File: src/rtl/dmem_arbiter.sv
// ============================================================================
//  Module      : dmem_arbiter
//  Description : Round-robin req/gnt/done arbiter sharing one data memory
//                between a core port (0) and a host/debug port (1).
//                Optional perf counters: define DMEM_ARB_PERF_EN.
//  Revision    : 1.0 - initial release
// ============================================================================
`default_nettype none

module dmem_arbiter #(
    parameter int ADDR_W    = 32,
    parameter int DATA_W    = 32,
    parameter int MEM_DEPTH = 16,
    parameter int MEM_LAT   = 2
) (
    input  logic              clk,
    input  logic              rst,
    input  logic              req0,
    input  logic              req1,
    input  logic              we0,
    input  logic              we1,
    input  logic [ADDR_W-1:0] addr0,
    input  logic [ADDR_W-1:0] addr1,
    input  logic [DATA_W-1:0] wdata0,
    input  logic [DATA_W-1:0] wdata1,
    output logic              gnt0,
    output logic              gnt1,
    output logic              done0,
    output logic              done1,
    output logic              err0,
    output logic              err1,
    output logic [DATA_W-1:0] rdata0,
    output logic [DATA_W-1:0] rdata1,
    output logic              mem_en,
    output logic              mem_we,
    output logic [ADDR_W-1:0] mem_addr,
    output logic [DATA_W-1:0] mem_wdata,
    input  logic [DATA_W-1:0] mem_rdata
`ifdef DMEM_ARB_PERF_EN
    ,
    output logic [15:0]       gcnt0,
    output logic [15:0]       gcnt1,
    output logic [15:0]       ccnt
`endif
);

    localparam int         c_CNT_W    = (MEM_LAT > 1) ? $clog2(MEM_LAT) : 1;
    localparam logic [1:0] c_S_IDLE   = 2'd0;
    localparam logic [1:0] c_S_ACCESS = 2'd1;
    localparam logic [1:0] c_S_DONE   = 2'd2;
    localparam logic       c_LAT1     = (MEM_LAT == 1);

    logic [1:0]         r_state;
    logic               r_last;
    logic               r_port;
    logic               r_we;
    logic               r_oor;
    logic [c_CNT_W-1:0] r_cnt;

    logic               w_any_req;
    logic               w_both_req;
    logic               w_win1;
    logic               w_we;
    logic [ADDR_W-1:0]  w_addr;
    logic [DATA_W-1:0]  w_wdata;
    logic               w_in_range;
    logic [DATA_W-1:0]  w_rd_val;

    assign w_any_req  = req0 | req1;
    assign w_both_req = req0 & req1;
    // On contention the port that did not win last time gets the memory.
    assign w_win1     = req1 & (~req0 | ~r_last);
    assign w_we       = w_win1 ? we1    : we0;
    assign w_addr     = w_win1 ? addr1  : addr0;
    assign w_wdata    = w_win1 ? wdata1 : wdata0;
    assign w_in_range = (w_addr >> 2) < ADDR_W'(MEM_DEPTH);
    assign w_rd_val   = r_oor ? '0 : mem_rdata;

    always_ff @(posedge clk or posedge rst) begin
        if (rst) begin
            r_state   <= c_S_IDLE;
            r_last    <= 1'b1;
            r_port    <= 1'b0;
            r_we      <= 1'b0;
            r_oor     <= 1'b0;
            r_cnt     <= '0;
            gnt0      <= 1'b0;
            gnt1      <= 1'b0;
            done0     <= 1'b0;
            done1     <= 1'b0;
            err0      <= 1'b0;
            err1      <= 1'b0;
            rdata0    <= '0;
            rdata1    <= '0;
            mem_en    <= 1'b0;
            mem_we    <= 1'b0;
            mem_addr  <= '0;
            mem_wdata <= '0;
        end else begin
            case (r_state)
                c_S_IDLE: begin
                    if (w_any_req) begin
                        r_state <= c_S_ACCESS;
                        r_port  <= w_win1;
                        r_we    <= w_we;
                        r_oor   <= ~w_in_range;
                        r_cnt   <= c_CNT_W'(MEM_LAT - 1);
                        gnt0    <= ~w_win1;
                        gnt1    <= w_win1;
                        if (w_both_req) begin
                            r_last <= w_win1;
                        end
                        if (w_in_range) begin
                            mem_en    <= 1'b1;
                            mem_addr  <= w_addr;
                            mem_wdata <= w_wdata;
                            mem_we    <= w_we & c_LAT1;
                        end
                    end
                end

                c_S_ACCESS: begin
                    if (r_cnt == '0) begin
                        r_state   <= c_S_DONE;
                        mem_en    <= 1'b0;
                        mem_we    <= 1'b0;
                        mem_addr  <= '0;
                        mem_wdata <= '0;
                        if (r_port) begin
                            done1 <= 1'b1;
                            err1  <= r_oor;
                            if (!r_we) begin
                                rdata1 <= w_rd_val;
                            end
                        end else begin
                            done0 <= 1'b0 | 1'b1;
                            err0  <= r_oor;
                            if (!r_we) begin
                                rdata0 <= w_rd_val;
                            end
                        end
                    end else begin
                        r_cnt <= r_cnt - c_CNT_W'(1);
                        // Strobe the write only in the final access cycle.
                        if ((r_cnt == c_CNT_W'(1)) && !r_oor) begin
                            mem_we <= r_we;
                        end
                    end
                end

                c_S_DONE: begin
                    r_state <= c_S_IDLE;
                    gnt0    <= 1'b0;
                    gnt1    <= 1'b0;
                    done0   <= 1'b0;
                    done1   <= 1'b0;
                    err0    <= 1'b0;
                    err1    <= 1'b0;
                end

                default: begin
                    r_state <= c_S_IDLE;
                end
            endcase
        end
    end

`ifdef DMEM_ARB_PERF_EN
    logic w_grant;
    assign w_grant = (r_state == c_S_IDLE) & w_any_req;

    always_ff @(posedge clk or posedge rst) begin
        if (rst) begin
            gcnt0 <= '0;
            gcnt1 <= '0;
            ccnt  <= '0;
        end else begin
            if (w_grant && !w_win1 && (gcnt0 != 16'hFFFF)) begin
                gcnt0 <= gcnt0 + 16'd1;
            end
            if (w_grant && w_win1 && (gcnt1 != 16'hFFFF)) begin
                gcnt1 <= gcnt1 + 16'd1;
            end
            if ((r_state == c_S_IDLE) && w_both_req && (ccnt != 16'hFFFF)) begin
                ccnt <= ccnt + 16'd1;
            end
        end
    end
`endif

endmodule

`default_nettype wire
File: config.mk
export PLATFORM = sky130hd
export DESIGN_NAME = dmem_arbiter
export DESIGN_NICKNAME = d
export VERILOG_FILES = /design/src/rtl/dmem_arbiter.sv
export SDC_FILE = /design/constraint.sdc
export NUM_CORES = 1
export LEC_CHECK = 0
export BUFFER_PORTS_ARGS = -buffer_cell sky130_fd_sc_hd__clkbuf_2
export CORE_AREA = 2 2 117 119
export DETAILED_ROUTE_END_ITERATION = 12
export DIE_AREA = 0 0 119 121
export PLACE_DENSITY = 0.78
export SYNTH_ARGS = -nofsm -noshare
export SYNTH_HDL_FRONTEND = slang
export SYNTH_SLANG_ARGS = --single-unit
File: constraint.sdc
create_clock -name clk -period 13.3 [get_ports clk]
set_clock_uncertainty 0.15 [all_clocks]
set_input_delay 0.665 -clock clk [delete_from_list [all_inputs] [get_ports clk]]
set_output_delay 0.665 -clock clk [all_outputs]
set_load 0.02 [all_outputs]
# Word-level counts from Yosys, hierarchy flattened

Index checks and enable logic that the tools add are counted.

Add/subtract/negate cells: 1
Magnitude comparators: 1
Eq/ne operators: 8
Muxes and demuxes: 42
Bitwise logic cells: 11
Reductions and logical operators: 17

Operators by type and width:

| cell                  | number |
|---|---|
| $mux W32              | 8 |
| $pmux W32 S2          | 2 |
| $lt A30 B5 Y1 const B | 1 |
| $mux W1               | 20 |
| $pmux W1 S2           | 9 |
| $reduce_and A4 Y1     | 4 |
| $ne A2 B2 Y1 const B  | 5 |
| $reduce_and A3 Y1     | 3 |
| $reduce_and A2 Y1     | 4 |
| $not A1 Y1            | 7 |
| $reduce_bool A2 Y1    | 3 |
| $mux W2               | 2 |
| $pmux W2 S2           | 1 |
| $ne A3 B3 Y1 const B  | 1 |
| $and A1 B1 Y1         | 2 |
| $eq A2 B1 Y1 const B  | 1 |
| $eq A2 B2 Y1 const B  | 1 |
| $logic_not A2 Y1      | 1 |
| $or A1 B1 Y1          | 2 |
| $logic_and A1 B1 Y1   | 1 |
| $logic_not A1 Y1      | 1 |
| $sub A1 B1 Y1 const B | 1 |

Register bits after elaboration: 143
Bits of input ports: 166
Output and inout bits: 136

# Logic depth before layout (Yosys ltp)

Gate-level depths: netlist of run 1.

Depth in word-level cells: 8
Gate-level depth with buffers: 9
Depth with buffers taken out: 5

# Worst setup path before layout of run 1

No wires, ideal clock.

Kind: input-to-reg
From: input port addr1[9]
To: register mem_addr[31]
Setup time: 0.120 ns
Arrival time: 1.850 ns
Data required time: 13.030 ns
Path slack: 11.180 ns
Cell stages on the path: 7
Buffers on the path: 2
Cells stage by stage: nor4_1 > nand4_1 > mux2i_1 > nand3_1 > buf_4 > buf_6 > and3_1

Word-level cells in the longest chain between the ends: 4

Ends and longest elaborated chain:

| item                        | RTL line | RTL |
|---|---|---|
| start, declared             | 23       | `input logic [ADDR_W-1:0] addr1,` |
| $mux W32                    | 74       | `assign w_addr = w_win1 ? addr1 : addr0;` |
| $lt A30 B5 Y1               | 76       | `assign w_in_range = (w_addr >> 2) < ADDR_W'(MEM_DEPTH);` |
| $ne A2 B2 Y1 (no line)      | --       |  |
| $reduce_and A4 Y1 (no line) | --       |  |
| end signal, assigned        | 115      | `mem_addr <= w_addr;` |
| end, declared               | 36       | `output logic [ADDR_W-1:0] mem_addr,` |

No other way between the ends.
A chain may end at the register's enable or synchronous reset.

# Worst setup path after layout of run 1

From: input port req1
To: register mem_wdata[28]

Word-level cells in the longest chain between the ends: 5

Ends and longest elaborated chain:

| item                                                               | RTL line | RTL |
|---|---|---|
| start, declared                                                    | 19       | `input logic req1,` |
| $and A1 B1 Y1                                                      | 72       | `assign w_win1 = req1 & (~req0 \| ~r_last);` |
| $mux W32, on equally long branches                                 | 74, 75   |  |
| $lt A30 B5 Y1 / $mux W32 (equally long branches)                   | 76, 113  |  |
| $ne A2 B2 Y1 (no line) / $mux W32 (equally long branches)          | --       |  |
| $reduce_and A4 Y1 (no line) / $pmux W32 S2 (equally long branches) | --       |  |
| end signal, assigned                                               | 116      | `mem_wdata <= w_wdata;` |
| end, declared                                                      | 37       | `output logic [DATA_W-1:0] mem_wdata,` |

Parallel ways exist; a longest one is shown, timed or not. The select of a mux whose other input is x is not followed.

==> impl_metrics.prom, run 1 <==
# TYPE chip_impl_metric gauge
chip_impl_info{name="tritoncts",value="done"} 1
chip_impl_metric{name="timing.final.crit_share",unit="%"} 20.3
chip_impl_metric{name="grt_max_degree",unit=""} 84
chip_impl_metric{name="use_met1",unit="%"} 26.5
chip_impl_metric{name="nets",unit=""} 1016
chip_impl_info{name="path_class",value="input pin to flop"} 1
chip_impl_metric{name="worst-slew-pin-transition",unit="ns"} 1.11
chip_impl_metric{name="mappedNetlistNets",unit=""} 730
chip_impl_metric{name="netlist-cell-type-count",unit=""} 35
chip_impl_metric{name="port_buffers",unit=""} 301
chip_impl_metric{name="setup_viol_count_final",unit=""} 0
chip_impl_metric{name="clock_path_buffers",unit=""} 2
chip_impl_metric{name="sw_frac_of_total",unit="%"} 36.6
chip_impl_metric{name="pre_cts_ws",unit="ns"} 10.20
chip_impl_metric{name="cts-buffers-inserted",unit=""} 17
chip_impl_info{name="synth_top_cells_by_count",value="sky130_fd_sc_hd__dfrtp_1 (142), sky130_fd_sc_hd__nand2_1 (74), sky130_fd_sc_hd__o21ai_0 (67), sky130_fd_sc_hd__inv_1 (45), sky130_fd_sc_hd__mux2i_1 (39)"} 1
chip_impl_info{name="synth-main-ff-cell",value="sky130_fd_sc_hd__dfrtp_1"} 1
chip_impl_info{name="cts_root_buffer",value="sky130_fd_sc_hd__clkbuf_16"} 1
chip_impl_metric{name="share_of_final_layout_standard_cells_stronger_than_drive_strength_1",unit="%"} 41.9
chip_impl_metric{name="drc",unit=""} 0
chip_impl_info{name="critical_path.most_common_cell",value="sky130_fd_sc_hd__buf_4"} 1
chip_impl_metric{name="cts.hold.buffers_added",unit=""} 0
chip_impl_metric{name="ctsHtreeMaxLevel",unit=""} 4
chip_impl_metric{name="critical_path_fanouts_max",unit=""} 41
chip_impl_metric{name="netlist_area",unit="um2"} 6070
chip_impl_metric{name="finalWirelength",unit="um"} 15900
chip_impl_metric{name="placeable_core_region",unit="um2"} 13100
chip_impl_info{name="worstSetupStartpointType",value="input pin"} 1
chip_impl_metric{name="timing.final.ws_setup",unit="ns"} 10.60
chip_impl_metric{name="yosysSeqAreaShare",unit="%"} 58.9
chip_impl_metric{name="cts.repair.resized",unit=""} 0
chip_impl_metric{name="power.share.combinational",unit="%"} 31.0
chip_impl_metric{name="antenna_found_initial",unit=""} 0
chip_impl_metric{name="synth_enable_flop_cells",unit=""} 0
chip_impl_metric{name="required",unit="ns"} 13.40
chip_impl_metric{name="drtPass1Iterations",unit=""} 4
chip_impl_metric{name="floorplan.die.width",unit="um"} 119
chip_impl_metric{name="initial_utilization",unit="%"} 46.4
chip_impl_metric{name="final_antenna_net_count",unit=""} 0
chip_impl_metric{name="sequential_cell_fraction_of_total_power",unit="%"} 39.2
chip_impl_metric{name="synth.ff_latch_count",unit=""} 143
chip_impl_metric{name="diodes",unit=""} 0
chip_impl_metric{name="rrSetupSlack",unit="ns"} 10.66
chip_impl_metric{name="slew_headroom",unit="%"} 25.9
chip_impl_info{name="crit-reg2reg-launch",value="r_last"} 1
chip_impl_metric{name="layout.filler_cells",unit=""} 1106
chip_impl_metric{name="clock_network_fraction_of_design_power",unit="%"} 29.8
chip_impl_metric{name="syn_area_per_cell",unit="um2"} 10.8
chip_impl_metric{name="vias",unit=""} 5107
chip_impl_metric{name="final_hold_viol_count",unit=""} 0
chip_impl_metric{name="timing.setup.tns",unit="ns"} 0
chip_impl_metric{name="critPathMaxStageDelay",unit="ns"} 0.56
chip_impl_metric{name="synth_largest_type_area_fraction",unit="%"} 58.5
chip_impl_metric{name="first_iter_violations",unit=""} 259
chip_impl_metric{name="groute.usage.overall",unit="%"} 22.7
chip_impl_metric{name="power.leakage",unit="nW"} 4.39
chip_impl_info{name="crit_chain",value="clkbuf_2 > a21boi_4 > buf_4 > mux2i_1 > a21o_1 > buf_4 > o22ai_1"} 1
chip_impl_info{name="timing.critical_path.to_type",value="flop"} 1
chip_impl_metric{name="cts.repair_timing.setup_buffer_count",unit=""} 0
chip_impl_metric{name="yosys_warnings",unit=""} 0
chip_impl_metric{name="globalRouteMet3Util",unit="%"} 5.50
chip_impl_metric{name="cts.reportedPaths.clkPinSlew",unit="ns"} 0.06
chip_impl_metric{name="area_growth_syn_to_layout",unit="%"} 35.5
chip_impl_metric{name="sequential_cell_area",unit="um2"} 3580
chip_impl_metric{name="synthesis.instances",unit=""} 564
chip_impl_metric{name="grt_total_ovfl",unit=""} 0
chip_impl_metric{name="sink_count",unit=""} 143
chip_impl_metric{name="power.density",unit="nW/um2"} 195
chip_impl_metric{name="drv_cap",unit=""} 0
chip_impl_metric{name="clkLatencyLatePin",unit="ns"} 0.41
chip_impl_info{name="crit_path_top_delay_cell",value="sky130_fd_sc_hd__buf_4"} 1
chip_impl_metric{name="area_of_combinational_cells_with_multiple_inputs",unit="um2"} 2120
chip_impl_metric{name="drv_slew",unit=""} 0
chip_impl_metric{name="fin_hold_ws",unit="ns"} 0.148
chip_impl_info{name="crit-reg2reg-capture",value="mem_wdata[28]"} 1
chip_impl_metric{name="design.portCount",unit=""} 302
chip_impl_info{name="gr-max-usage-layer",value="met2"} 1
chip_impl_metric{name="power.switching",unit="W"} 0.000587
chip_impl_info{name="worstHoldPathType",value="input pin to asynchronous set/reset pin"} 1
chip_impl_metric{name="globalRouteMet2Util",unit="%"} 40.7
chip_impl_metric{name="wire_length_of_the_first_global_routing_pass",unit="um"} 25500
chip_impl_metric{name="peak_supply_drop",unit="uV"} 77.9
chip_impl_metric{name="die_h",unit="um"} 121
chip_impl_info{name="yosys.area.top_type",value="sky130_fd_sc_hd__dfrtp_1"} 1
chip_impl_metric{name="timing.fmax",unit="MHz"} 370
chip_impl_metric{name="timing.final.crit_period",unit="ns"} 2.70
chip_impl_info{name="yosys-top-cells-area",value="sky130_fd_sc_hd__dfrtp_1 (59%), sky130_fd_sc_hd__mux2i_1 (6.4%), sky130_fd_sc_hd__o21ai_0 (5.5%)"} 1
chip_impl_metric{name="finalWeightedCongestion",unit=""} 0.874
chip_impl_metric{name="dp.final_hpwl",unit="um"} 11500
chip_impl_metric{name="die-area",unit="um2"} 14400
chip_impl_metric{name="dr_vias_cell",unit=""} 4.92
chip_impl_metric{name="placement_rows",unit=""} 42
chip_impl_metric{name="number_of_global_route_vias_before_repair",unit=""} 5092
chip_impl_metric{name="asyncSetResetFlopFracSynth",unit="%"} 100
chip_impl_metric{name="avgRoutedWirePerCell",unit="um"} 15.3
chip_impl_metric{name="reg2regPathDepth",unit=""} 6
chip_impl_info{name="post-synth-top-count-cell",value="sky130_fd_sc_hd__dfrtp_1"} 1
chip_impl_info{name="run_status",value="complete, no violations"} 1
chip_impl_metric{name="power_report.internal_total",unit="W"} 0.00102
chip_impl_info{name="grt_setup_unrepaired",value="no"} 1
chip_impl_metric{name="critPathArrivalTime",unit="ns"} 2.80
## per-layer routing
layer	vias to the layer above	routed length, um
li1	2500	-
met1	2384	6160
met2	201	8560
met3	22	882
met4	0	295
met5	-	0
## power groups by stage
stage               clock, W  combinational, W  sequential [W]
CTS                 0.000488          0.000505        0.000629
global route        0.000508          0.000548        0.000644
floorplan                  0          0.000213        0.000749
finish              0.000478          0.000497        0.000628
detailed placement         0          0.000505        0.000635
global placement           0          0.000497        0.000631
## cell type report
type | instances | area share [%]
sequential | 143 | 43.5
multi-input combinational | 338 | 25.8
timing repair buffer | 305 | 18.7
clock buffer | 22 | 5.64
tap | 176 | 2.68
inverter | 45 | 2.11
clock inverter | 10 | 1.66
## how the worst max path moves through the flow
stage	start	end	slack, ns
global placement	req1	mem_addr[1]	10.26
CTS	req1	mem_wdata[22]	10.61
detailed placement	req1	mem_wdata[22]	10.20
floorplan	rst	done0	8.65
finish	req1	mem_wdata[28]	10.60
global route	req1	mem_wdata[28]	10.37
## stage by stage
step	util (%)	power, W	instances	area, um2
final	62.9	0.00160	1039	8230
after global routing	62.9	0.00170	1039	8230
after CTS	62.9	0.00162	1039	8230
after detailed placement	58.3	0.00114	1007	7630
after global placement	58.3	0.00113	1007	7630
after floorplan	-	0.000962	564	6070
## cell usage in the layout (no fill, tap or decap), types with 4 or more instances in the layout
cell	n
sky130_fd_sc_hd__o21ai_0	67
sky130_fd_sc_hd__clkbuf_2	301
sky130_fd_sc_hd__a22oi_1	4
sky130_fd_sc_hd__o22ai_2	20
sky130_fd_sc_hd__clkbuf_16	17
sky130_fd_sc_hd__nor4_1	12
sky130_fd_sc_hd__buf_4	4
sky130_fd_sc_hd__o22ai_1	20
sky130_fd_sc_hd__dfrtp_1	142
sky130_fd_sc_hd__nand2_1	72
sky130_fd_sc_hd__mux2i_1	39
sky130_fd_sc_hd__o21ai_1	6
sky130_fd_sc_hd__nor2_1	10
sky130_fd_sc_hd__nand2b_1	33
sky130_fd_sc_hd__and3_1	28
sky130_fd_sc_hd__inv_1	44
## critical path: cells and delay by family
kind | cells | cell delay (ns)
AOI/OAI and AO/OA | 3 | 0.54
buffers and inverters | 3 | 1.13
muxes | 1 | 0.45
## cell families (layout without fill, tap and decap cells)
family	after synthesis	after routing	synth area share (%)
flops	143	143	58.9
compound gates	130	130	14.3
xor+xnor	1	1	0.144
mux	39	39	6.43
buf+inv	83	382	6.45
simple gates	168	168	13.8
## state kept, by name (all words and copies together), names as in the netlist, 2 cells and up
| name | cells |
|---|---|
| mem_addr | 32 |
| mem_wdata | 32 |
| r_state | 2 |
| rdata0 | 32 |
| rdata1 | 32 |
Power figures use the tool's default switching activity.
==> inputs of run 2 (changes only) <==
--- a/config.mk
+++ b/config.mk
@@ -5,10 +5,11 @@
 export SDC_FILE = /design/constraint.sdc
 export NUM_CORES = 1
 export LEC_CHECK = 0
+export ABC_AREA = 1
 export BUFFER_PORTS_ARGS = -buffer_cell sky130_fd_sc_hd__clkbuf_2
-export CORE_AREA = 2 2 117 119
+export CORE_MARGIN = 2
+export CORE_UTILIZATION = 48
 export DETAILED_ROUTE_END_ITERATION = 12
-export DIE_AREA = 0 0 119 121
 export PLACE_DENSITY = 0.78
 export SYNTH_ARGS = -nofsm -noshare
 export SYNTH_HDL_FRONTEND = slang
==> constraint.sdc (replaced) <==
create_clock -name clk -period 2.79 [get_ports clk]
set_clock_uncertainty 0.15 [all_clocks]
set_input_delay 0.1395 -clock clk [delete_from_list [all_inputs] [get_ports clk]]
set_output_delay 0.1395 -clock clk [all_outputs]
set_load 0.02 [all_outputs]
==> impl_metrics.prom, run 2 <==
# TYPE chip_impl_metric gauge
chip_impl_info{name="run_status",value="complete, no violations"} 1
chip_impl_metric{name="crit_cells",unit=""} 10
chip_impl_metric{name="layout.core_utilization",unit="%"} 72.6
chip_impl_metric{name="worst-slew-pin-transition",unit="ns"} 0.741
chip_impl_metric{name="power.share.combinational",unit="%"} 44.0
chip_impl_metric{name="final_hold_viol_count",unit=""} 0
chip_impl_metric{name="die_h",unit="um"} 123
chip_impl_info{name="yosys-top-cells-area",value="sky130_fd_sc_hd__dfrtp_1 (52%), sky130_fd_sc_hd__nand2_1 (15%), sky130_fd_sc_hd__mux2_2 (11%)"} 1
chip_impl_metric{name="number_of_global_route_vias_before_repair",unit=""} 6890
chip_impl_info{name="grt_setup_unrepaired",value="no"} 1
chip_impl_info{name="post-synth-top-count-cell",value="sky130_fd_sc_hd__nand2_1"} 1
chip_impl_metric{name="peak_supply_drop",unit="uV"} 518
chip_impl_metric{name="floorplan.die.width",unit="um"} 123
chip_impl_metric{name="power.leakage",unit="nW"} 5.97
chip_impl_metric{name="critical_path_fanouts_max",unit=""} 40
chip_impl_info{name="crit_path_top_delay_cell",value="sky130_fd_sc_hd__dlygate4sd3_1"} 1
chip_impl_metric{name="first_iter_violations",unit=""} 561
chip_impl_metric{name="finalWirelength",unit="um"} 21200
chip_impl_info{name="layout.cells.most_common",value="sky130_fd_sc_hd__clkbuf_2"} 1
chip_impl_metric{name="timing.setup.tns",unit="ns"} 0
chip_impl_metric{name="setup_viol_count_final",unit=""} 0
chip_impl_metric{name="vias",unit=""} 7050
chip_impl_info{name="path_class",value="flop to flop"} 1
chip_impl_metric{name="pre_cts_ws",unit="ns"} 0.263
chip_impl_metric{name="sink_count",unit=""} 143
chip_impl_metric{name="placeable_core_region",unit="um2"} 13900
chip_impl_info{name="crit-reg2reg-capture",value="r_we"} 1
chip_impl_metric{name="avgRoutedWirePerCell",unit="um"} 15.5
chip_impl_metric{name="antenna_found_initial",unit=""} 0
chip_impl_metric{name="timing.fmax",unit="MHz"} 383
chip_impl_metric{name="cts.reportedPaths.clkPinSlew",unit="ns"} 0.06
chip_impl_metric{name="sw_frac_of_total",unit="%"} 40.6
chip_impl_metric{name="critPathMaxStageDelay",unit="ns"} 0.58
chip_impl_metric{name="yosysSeqAreaShare",unit="%"} 52.6
chip_impl_metric{name="share_of_final_layout_standard_cells_stronger_than_drive_strength_1",unit="%"} 35.3
chip_impl_metric{name="placement_rows",unit=""} 43
chip_impl_metric{name="drv_slew",unit=""} 0
chip_impl_info{name="critical_path.most_common_cell",value="sky130_fd_sc_hd__nand2_1"} 1
chip_impl_metric{name="initial_utilization",unit="%"} 49.0
chip_impl_metric{name="nets",unit=""} 1345
chip_impl_info{name="crit-reg2reg-launch",value="r_state[1]"} 1
chip_impl_metric{name="drc",unit=""} 0
chip_impl_metric{name="die-area",unit="um2"} 15100
chip_impl_info{name="layout_common_cells",value="sky130_fd_sc_hd__clkbuf_2 (301), sky130_fd_sc_hd__nand2_1 (269), sky130_fd_sc_hd__dfrtp_1 (142)"} 1
chip_impl_metric{name="power_report.internal_total",unit="W"} 0.00541
chip_impl_metric{name="diodes",unit=""} 0
chip_impl_metric{name="port_buffers",unit=""} 301
chip_impl_metric{name="grt_max_degree",unit=""} 144
chip_impl_metric{name="sequential_cell_fraction_of_total_power",unit="%"} 31.9
chip_impl_metric{name="mappedNetlistNets",unit=""} 951
chip_impl_metric{name="timing.final.crit_period",unit="ns"} 2.61
chip_impl_metric{name="design.portCount",unit=""} 302
chip_impl_metric{name="dr_vias_cell",unit=""} 5.14
chip_impl_info{name="synth_top_cells_by_count",value="sky130_fd_sc_hd__nand2_1 (269), sky130_fd_sc_hd__dfrtp_1 (142), sky130_fd_sc_hd__inv_1 (81), sky130_fd_sc_hd__mux2_2 (64), sky130_fd_sc_hd__nor2_1 (51)"} 1
chip_impl_metric{name="synth_largest_type_area_fraction",unit="%"} 52.2
chip_impl_metric{name="area_growth_syn_to_layout",unit="%"} 48.1
chip_impl_metric{name="ctsHtreeMaxLevel",unit=""} 4
chip_impl_metric{name="clkLatencyLatePin",unit="ns"} 0.41
chip_impl_metric{name="wire_length_of_the_first_global_routing_pass",unit="um"} 33000
chip_impl_info{name="timing.critical_path.to_type",value="flop"} 1
chip_impl_metric{name="slew_headroom",unit="%"} 50.6
chip_impl_metric{name="netlist-cell-type-count",unit=""} 22
chip_impl_info{name="synth-main-ff-cell",value="sky130_fd_sc_hd__dfrtp_1"} 1
chip_impl_metric{name="timing.final.ws_setup",unit="ns"} 0.179
chip_impl_info{name="yosys.area.top_type",value="sky130_fd_sc_hd__dfrtp_1"} 1
chip_impl_metric{name="groute.usage.overall",unit="%"} 28.1
chip_impl_metric{name="rrSetupSlack",unit="ns"} 0.18
chip_impl_metric{name="timing.final.crit_share",unit="%"} 93.6
chip_impl_metric{name="dp.final_hpwl",unit="um"} 12900
chip_impl_metric{name="drv_cap",unit=""} 0
chip_impl_metric{name="critical_path_buf_inv_count",unit=""} 4
chip_impl_info{name="crit_chain",value="nor2_2 > buf_4 > nand2_1 > nand2_1 > inv_1 > nand2_1 > inv_1 > nand3_1 > nand3_1 > dlygate4sd3_1"} 1
chip_impl_metric{name="syn_area_per_cell",unit="um2"} 8.67
chip_impl_info{name="crit_start",value="r_state[1]"} 1
chip_impl_metric{name="grt_total_ovfl",unit=""} 0
chip_impl_metric{name="cts-buffers-inserted",unit=""} 17
chip_impl_metric{name="synth_enable_flop_cells",unit=""} 0
chip_impl_info{name="tritoncts",value="done"} 1
chip_impl_metric{name="final_antenna_net_count",unit=""} 0
chip_impl_metric{name="synth.ff_latch_count",unit=""} 143
chip_impl_metric{name="power.switching",unit="W"} 0.00370
chip_impl_metric{name="clock_path_buffers",unit=""} 2
chip_impl_info{name="worstSetupStartpointType",value="flop"} 1
chip_impl_info{name="worstHoldPathType",value="input pin to flop"} 1
chip_impl_info{name="worst_path_dominant_cell_family",value="buffers and inverters"} 1
chip_impl_metric{name="finalWeightedCongestion",unit=""} 0.938
chip_impl_metric{name="drtPass1Iterations",unit=""} 5
chip_impl_info{name="cp-endpoint",value="r_we"} 1
chip_impl_metric{name="power.density",unit="nW/um2"} 904
chip_impl_metric{name="asyncSetResetFlopFracSynth",unit="%"} 100
chip_impl_metric{name="clock_network_fraction_of_design_power",unit="%"} 24.1
chip_impl_metric{name="reg2regPathDepth",unit=""} 10
chip_impl_metric{name="synthesis.instances",unit=""} 785
chip_impl_metric{name="required",unit="ns"} 2.92
chip_impl_info{name="cts_root_buffer",value="sky130_fd_sc_hd__clkbuf_16"} 1
chip_impl_metric{name="netlist_area",unit="um2"} 6800
chip_impl_metric{name="critPathArrivalTime",unit="ns"} 2.74
chip_impl_metric{name="yosys_warnings",unit=""} 0
[run 2: cell count changes in the layout (fill, tap and decap cells not counted), moves of 37 or more]
| cell | delta |
|---|---|
| sky130_fd_sc_hd__nand2_1 | +197 |
| sky130_fd_sc_hd__dlygate4sd3_1 | +109 |
| sky130_fd_sc_hd__mux2_2 | +64 |
| sky130_fd_sc_hd__o21ai_0 | -63 |
| sky130_fd_sc_hd__mux2i_1 | -39 |
| sky130_fd_sc_hd__nor2_1 | +39 |
| sky130_fd_sc_hd__a21oi_1 | +37 |
[run 2: per-stage QoR]
stage                     hold slack [ns]  area (um2)  instances  power [W]
final                              0.0127       10100       1371    0.00911
after global routing               0.0168       10100       1371    0.00960
after CTS                        0.000232       10100       1371    0.00900
after detailed placement            0.244        8400       1231    0.00641
after global placement              0.236        8400       1231    0.00633
after floorplan                     0.137        6810        785    0.00540
[run 2: repair_timing]
item / in CTS / in global routing
gates resized for setup: 0 / 3
endpoints found under the hold margin: 239 / 0
buffers inserted: 0 / 0
setup endpoints to repair: 0 / 61
hold buffers: 109 / 0
[run 2: how the worst min path moves through the flow]
stage                        from          to  cells past startpoint  slack (ns)
finish              mem_rdata[28]  rdata0[28]                      4        0.01
global route        mem_rdata[30]  rdata0[30]                      4        0.02
CTS                 mem_rdata[28]  rdata0[28]                      4      0.0002
detailed placement            we0        r_we                      3        0.24
global placement              we0        r_we                      3        0.24
floorplan                     we0        r_we                      2        0.14
[run 2: kinds of logic (layout without fill, tap and decap cells)]
kind of cell / after synthesis / in the layout / share of synthesized area (%)
and+or+nand+nor: 398 / 398 / 24.8
DFF: 143 / 143 / 52.6
buffers and inverters: 135 / 541 / 8.64
muxes: 64 / 64 / 10.6
AOI/OAI and AO/OA: 45 / 45 / 3.35
[run 2: per-layer routing]
| layer | GRT usage, % | wire length, um | part of all wire [%] |
|---|---|---|---|
| met5 | 0 | 0 | 0 |
| met4 | 17.0 | 1160 | 5.5 |
| met3 | 6.41 | 1510 | 7.1 |
| met2 | 49.1 | 10800 | 51 |
| met1 | 31.1 | 7720 | 36 |
[run 2: final cells by class]
class | count | area [um2]
clock buffers | 21 | 460
clock inverters | 10 | 113
fillers | 1010 | 3810
inverters | 86 | 327
multi-input cells | 507 | 2650
flip-flops and latches | 143 | 3580
well taps | 180 | 225
repair buffers | 424 | 2720
[run 2: power by group through the flow]
stage | Sequential [W] | Combinational, W | Clock, W
2_1_floorplan | 0.00344 | 0.00196 | 0
3_3_place_gp | 0.00290 | 0.00343 | 0
3_5_place_dp | 0.00292 | 0.00349 | 0
4_1_cts | 0.00290 | 0.00390 | 0.00221
5_1_grt | 0.00296 | 0.00432 | 0.00232
6_report | 0.00290 | 0.00401 | 0.00219
[run 2: worst reg2reg max path, cell delays in order, from the launching register on]
cell,delay (ns)
sky130_fd_sc_hd__dfrtp_1,0.41
sky130_fd_sc_hd__nor2_2,0.13
sky130_fd_sc_hd__buf_4,0.39
sky130_fd_sc_hd__nand2_1,0.16
sky130_fd_sc_hd__nand2_1,0.09
sky130_fd_sc_hd__inv_1,0.07
sky130_fd_sc_hd__nand2_1,0.19
sky130_fd_sc_hd__inv_1,0.13
sky130_fd_sc_hd__nand3_1,0.10
sky130_fd_sc_hd__nand3_1,0.09
sky130_fd_sc_hd__dlygate4sd3_1,0.58
==> inputs of run 3 (changes only) <==
--- a/config.mk
+++ b/config.mk
@@ -6,11 +6,12 @@
 export NUM_CORES = 1
 export LEC_CHECK = 0
 export ABC_AREA = 1
+export ABC_CLOCK_PERIOD_IN_PS = 2790
 export BUFFER_PORTS_ARGS = -buffer_cell sky130_fd_sc_hd__clkbuf_2
 export CORE_MARGIN = 2
-export CORE_UTILIZATION = 48
+export CORE_UTILIZATION = 45
 export DETAILED_ROUTE_END_ITERATION = 12
-export PLACE_DENSITY = 0.78
+export PLACE_DENSITY = 0.74
 export SYNTH_ARGS = -nofsm -noshare
 export SYNTH_HDL_FRONTEND = slang
 export SYNTH_SLANG_ARGS = --single-unit
==> impl_metrics.prom, run 3 (synthesis gave the netlist of run 2 again) <==
# TYPE chip_impl_metric gauge
chip_impl_info{name="run_status",value="complete, no violations"} 1
chip_impl_metric{name="drc",unit=""} 0
chip_impl_metric{name="critPathMaxStageDelay",unit="ns"} 0.58
chip_impl_metric{name="design.portCount",unit=""} 302
chip_impl_metric{name="peak_supply_drop",unit="uV"} 637
chip_impl_metric{name="wire_length_of_the_first_global_routing_pass",unit="um"} 33000
chip_impl_info{name="crit_start",value="r_last"} 1
chip_impl_metric{name="dr_vias_cell",unit=""} 5.01
chip_impl_metric{name="final_antenna_net_count",unit=""} 0
chip_impl_metric{name="antenna_found_initial",unit=""} 0
chip_impl_metric{name="power.switching",unit="W"} 0.00367
chip_impl_metric{name="vias",unit=""} 6925
chip_impl_metric{name="drv_slew",unit=""} 0
chip_impl_metric{name="nets",unit=""} 1350
chip_impl_metric{name="power.leakage",unit="nW"} 6.03
chip_impl_metric{name="timing.final.crit_share",unit="%"} 91.9
chip_impl_metric{name="diodes",unit=""} 0
chip_impl_metric{name="setup_viol_count_final",unit=""} 0
chip_impl_metric{name="clkLatencyLatePin",unit="ns"} 0.41
chip_impl_metric{name="final_hold_viol_count",unit=""} 0
chip_impl_metric{name="groute.usage.overall",unit="%"} 25.6
chip_impl_metric{name="drv_cap",unit=""} 0
chip_impl_metric{name="pre_cts_ws",unit="ns"} 0.228
chip_impl_metric{name="met1Wirelength",unit="um"} 7800
chip_impl_metric{name="initial_utilization",unit="%"} 46.5
chip_impl_metric{name="timing.final.crit_period",unit="ns"} 2.56
chip_impl_info{name="tritoncts",value="done"} 1
chip_impl_metric{name="finalWirelength",unit="um"} 20500
chip_impl_metric{name="cell_count_after_placement",unit=""} 1237
chip_impl_metric{name="layout.filler_cells",unit=""} 1105
chip_impl_metric{name="dp.final_hpwl",unit="um"} 13000
chip_impl_info{name="grt_setup_unrepaired",value="no"} 1
chip_impl_metric{name="grt_max_degree",unit=""} 76
chip_impl_metric{name="port_buffers",unit=""} 301
chip_impl_info{name="path_class",value="flop to flop"} 1
chip_impl_metric{name="critical_path_fanouts_max",unit=""} 37
chip_impl_metric{name="fin_hold_ws",unit="ns"} 0.0369
chip_impl_info{name="crit-reg2reg-launch",value="r_last"} 1
chip_impl_info{name="timing.critical_path.to_type",value="flop"} 1
chip_impl_metric{name="critPathArrivalTime",unit="ns"} 2.77
chip_impl_metric{name="timing.final.ws_setup",unit="ns"} 0.227
chip_impl_metric{name="finalWeightedCongestion",unit=""} 0.877
chip_impl_metric{name="timing.fmax",unit="MHz"} 390
chip_impl_info{name="crit_path_top_delay_cell",value="sky130_fd_sc_hd__dlygate4sd3_1"} 1
chip_impl_metric{name="clock_path_buffers",unit=""} 2
chip_impl_metric{name="met2_wirelength",unit="um"} 10300
chip_impl_info{name="critical_path.most_common_cell",value="sky130_fd_sc_hd__nand2_1"} 1
chip_impl_metric{name="placed_instance_area",unit="um2"} 8450
chip_impl_metric{name="placement_rows",unit=""} 44
chip_impl_metric{name="final_area",unit="um2"} 10200
chip_impl_metric{name="placeable_core_region",unit="um2"} 14600
chip_impl_metric{name="ctsHtreeMaxLevel",unit=""} 4
chip_impl_info{name="layout_common_cells",value="sky130_fd_sc_hd__clkbuf_2 (301), sky130_fd_sc_hd__nand2_1 (269), sky130_fd_sc_hd__dfrtp_1 (142)"} 1
chip_impl_info{name="worstSetupStartpointType",value="flop"} 1
chip_impl_metric{name="sink_count",unit=""} 143
chip_impl_metric{name="floorplan.die.width",unit="um"} 127
chip_impl_metric{name="cts.reportedPaths.clkPinSlew",unit="ns"} 0.06
chip_impl_metric{name="avgRoutedWirePerCell",unit="um"} 14.9
chip_impl_metric{name="grt_total_ovfl",unit=""} 0
chip_impl_info{name="layout.cells.most_common",value="sky130_fd_sc_hd__clkbuf_2"} 1
chip_impl_info{name="min_from",value="req1"} 1
chip_impl_metric{name="die-area",unit="um2"} 16100
chip_impl_info{name="cts_root_buffer",value="sky130_fd_sc_hd__clkbuf_16"} 1
chip_impl_metric{name="timing.setup.tns",unit="ns"} 0
chip_impl_info{name="top_signal_layer_used",value="met4"} 1
chip_impl_metric{name="number_of_global_route_vias_before_repair",unit=""} 7016
chip_impl_info{name="crit_chain",value="nand2_2 > nand2_4 > buf_4 > buf_6 > nand2_1 > a21oi_1 > dlygate4sd3_1 > nand4_1 > nand2_1"} 1
chip_impl_metric{name="worst-slew-pin-transition",unit="ns"} 0.851
chip_impl_metric{name="detailroute.wirelength.met3",unit="um"} 1200
chip_impl_metric{name="first_iter_violations",unit=""} 473
chip_impl_metric{name="cts-buffers-inserted",unit=""} 17
chip_impl_metric{name="power.density",unit="nW/um2"} 916
chip_impl_metric{name="drtPass1Iterations",unit=""} 5
chip_impl_metric{name="required",unit="ns"} 3.00
chip_impl_metric{name="sequential_cell_fraction_of_total_power",unit="%"} 30.8
chip_impl_metric{name="power_report.internal_total",unit="W"} 0.00571
chip_impl_metric{name="slew_headroom",unit="%"} 43.3
chip_impl_metric{name="die_h",unit="um"} 127
chip_impl_info{name="worstHoldPathType",value="input pin to flop"} 1
chip_impl_metric{name="area_growth_syn_to_layout",unit="%"} 50.6
chip_impl_metric{name="share_of_final_layout_standard_cells_stronger_than_drive_strength_1",unit="%"} 35.6
chip_impl_metric{name="finalNonFillerCells",unit=""} 1381
chip_impl_metric{name="clock_network_fraction_of_design_power",unit="%"} 26.7
chip_impl_metric{name="power.share.combinational",unit="%"} 42.5
chip_impl_metric{name="sw_frac_of_total",unit="%"} 39.1
[run 3: changes by cell type in the layout (fill, tap and decap cells not counted)]
cell	previous run	this run
sky130_fd_sc_hd__dlygate4sd3_1	109	112
sky130_fd_sc_hd__bufinv_16	2	5
sky130_fd_sc_hd__clkinvlp_4	3	4
sky130_fd_sc_hd__buf_6	2	1
sky130_fd_sc_hd__inv_6	1	2
sky130_fd_sc_hd__buf_12	1	3
sky130_fd_sc_hd__clkinv_2	4	2
sky130_fd_sc_hd__buf_4	11	12
sky130_fd_sc_hd__nor2_4	0	2
sky130_fd_sc_hd__clkbuf_1	2	0
sky130_fd_sc_hd__nor2_2	3	1
[run 3: final cells by class]
type	instances	area (um2)	share of cell area, %
sequential	143	3580	34.9
timing repair buffer	429	2790	27.2
multi-input combinational	507	2660	25.9
clock buffer	19	453	4.42
inverter	86	327	3.19
tap	184	230	2.25
clock inverter	13	209	2.04
[run 3: per-stage QoR]
stage / util [%] / total power (W)
finish: 70.0 / 0.00938
global route: 70.0 / 0.00991
CTS: 69.9 / 0.00938
detailed placement: 57.7 / 0.00645
global placement: 57.7 / 0.00640
floorplan: - / 0.00540
[run 3: per-layer routing]
| metal | vias to the layer above | track usage, % |
|---|---|---|
| met5 | - | 0 |
| met4 | 0 | 17.5 |
| met3 | 84 | 5.74 |
| met2 | 331 | 44.3 |
| met1 | 3228 | 28.1 |
| li1 | 3282 | - |
[run 3: what timing repair did]
item,CTS,global route
buffers inserted,0,0
setup endpoints to repair,0,53
resized for setup,0,2
endpoints found under the hold margin,245,0
hold buffers,112,0
[run 3: path summary, 6_finish.rpt]
kind / slack, ns / end / cells after the start
worst min register to register: 0.31 / mem_addr[27] / 2
min in group asynchronous: 0.26 / mem_addr[30] / 4
worst max register to register: 0.23 / mem_wdata[1] / 9
worst max-delay path: 0.23 / mem_wdata[1] / 9
max in group asynchronous: 1.46 / rdata1[13] / 4
worst min-delay path: 0.04 / r_last / 3
[run 3: power groups by stage]
| stage | clock (W) | sequential [W] | combinational, W |
|---|---|---|---|
| global placement | 0 | 0.00290 | 0.00349 |
| CTS | 0.00255 | 0.00289 | 0.00394 |
| detailed placement | 0 | 0.00292 | 0.00353 |
| finish | 0.00251 | 0.00289 | 0.00399 |
| global route | 0.00264 | 0.00295 | 0.00432 |
| floorplan | 0 | 0.00344 | 0.00196 |
[run 3: worst max-delay path: cells and delay by family (launching register included)]
kind	cells	cell delay, ns
AOI/OAI and AO/OA	1	0.19
buffers and inverters	3	1.07
and+or+nand+nor	5	0.54
DFF	1	0.54
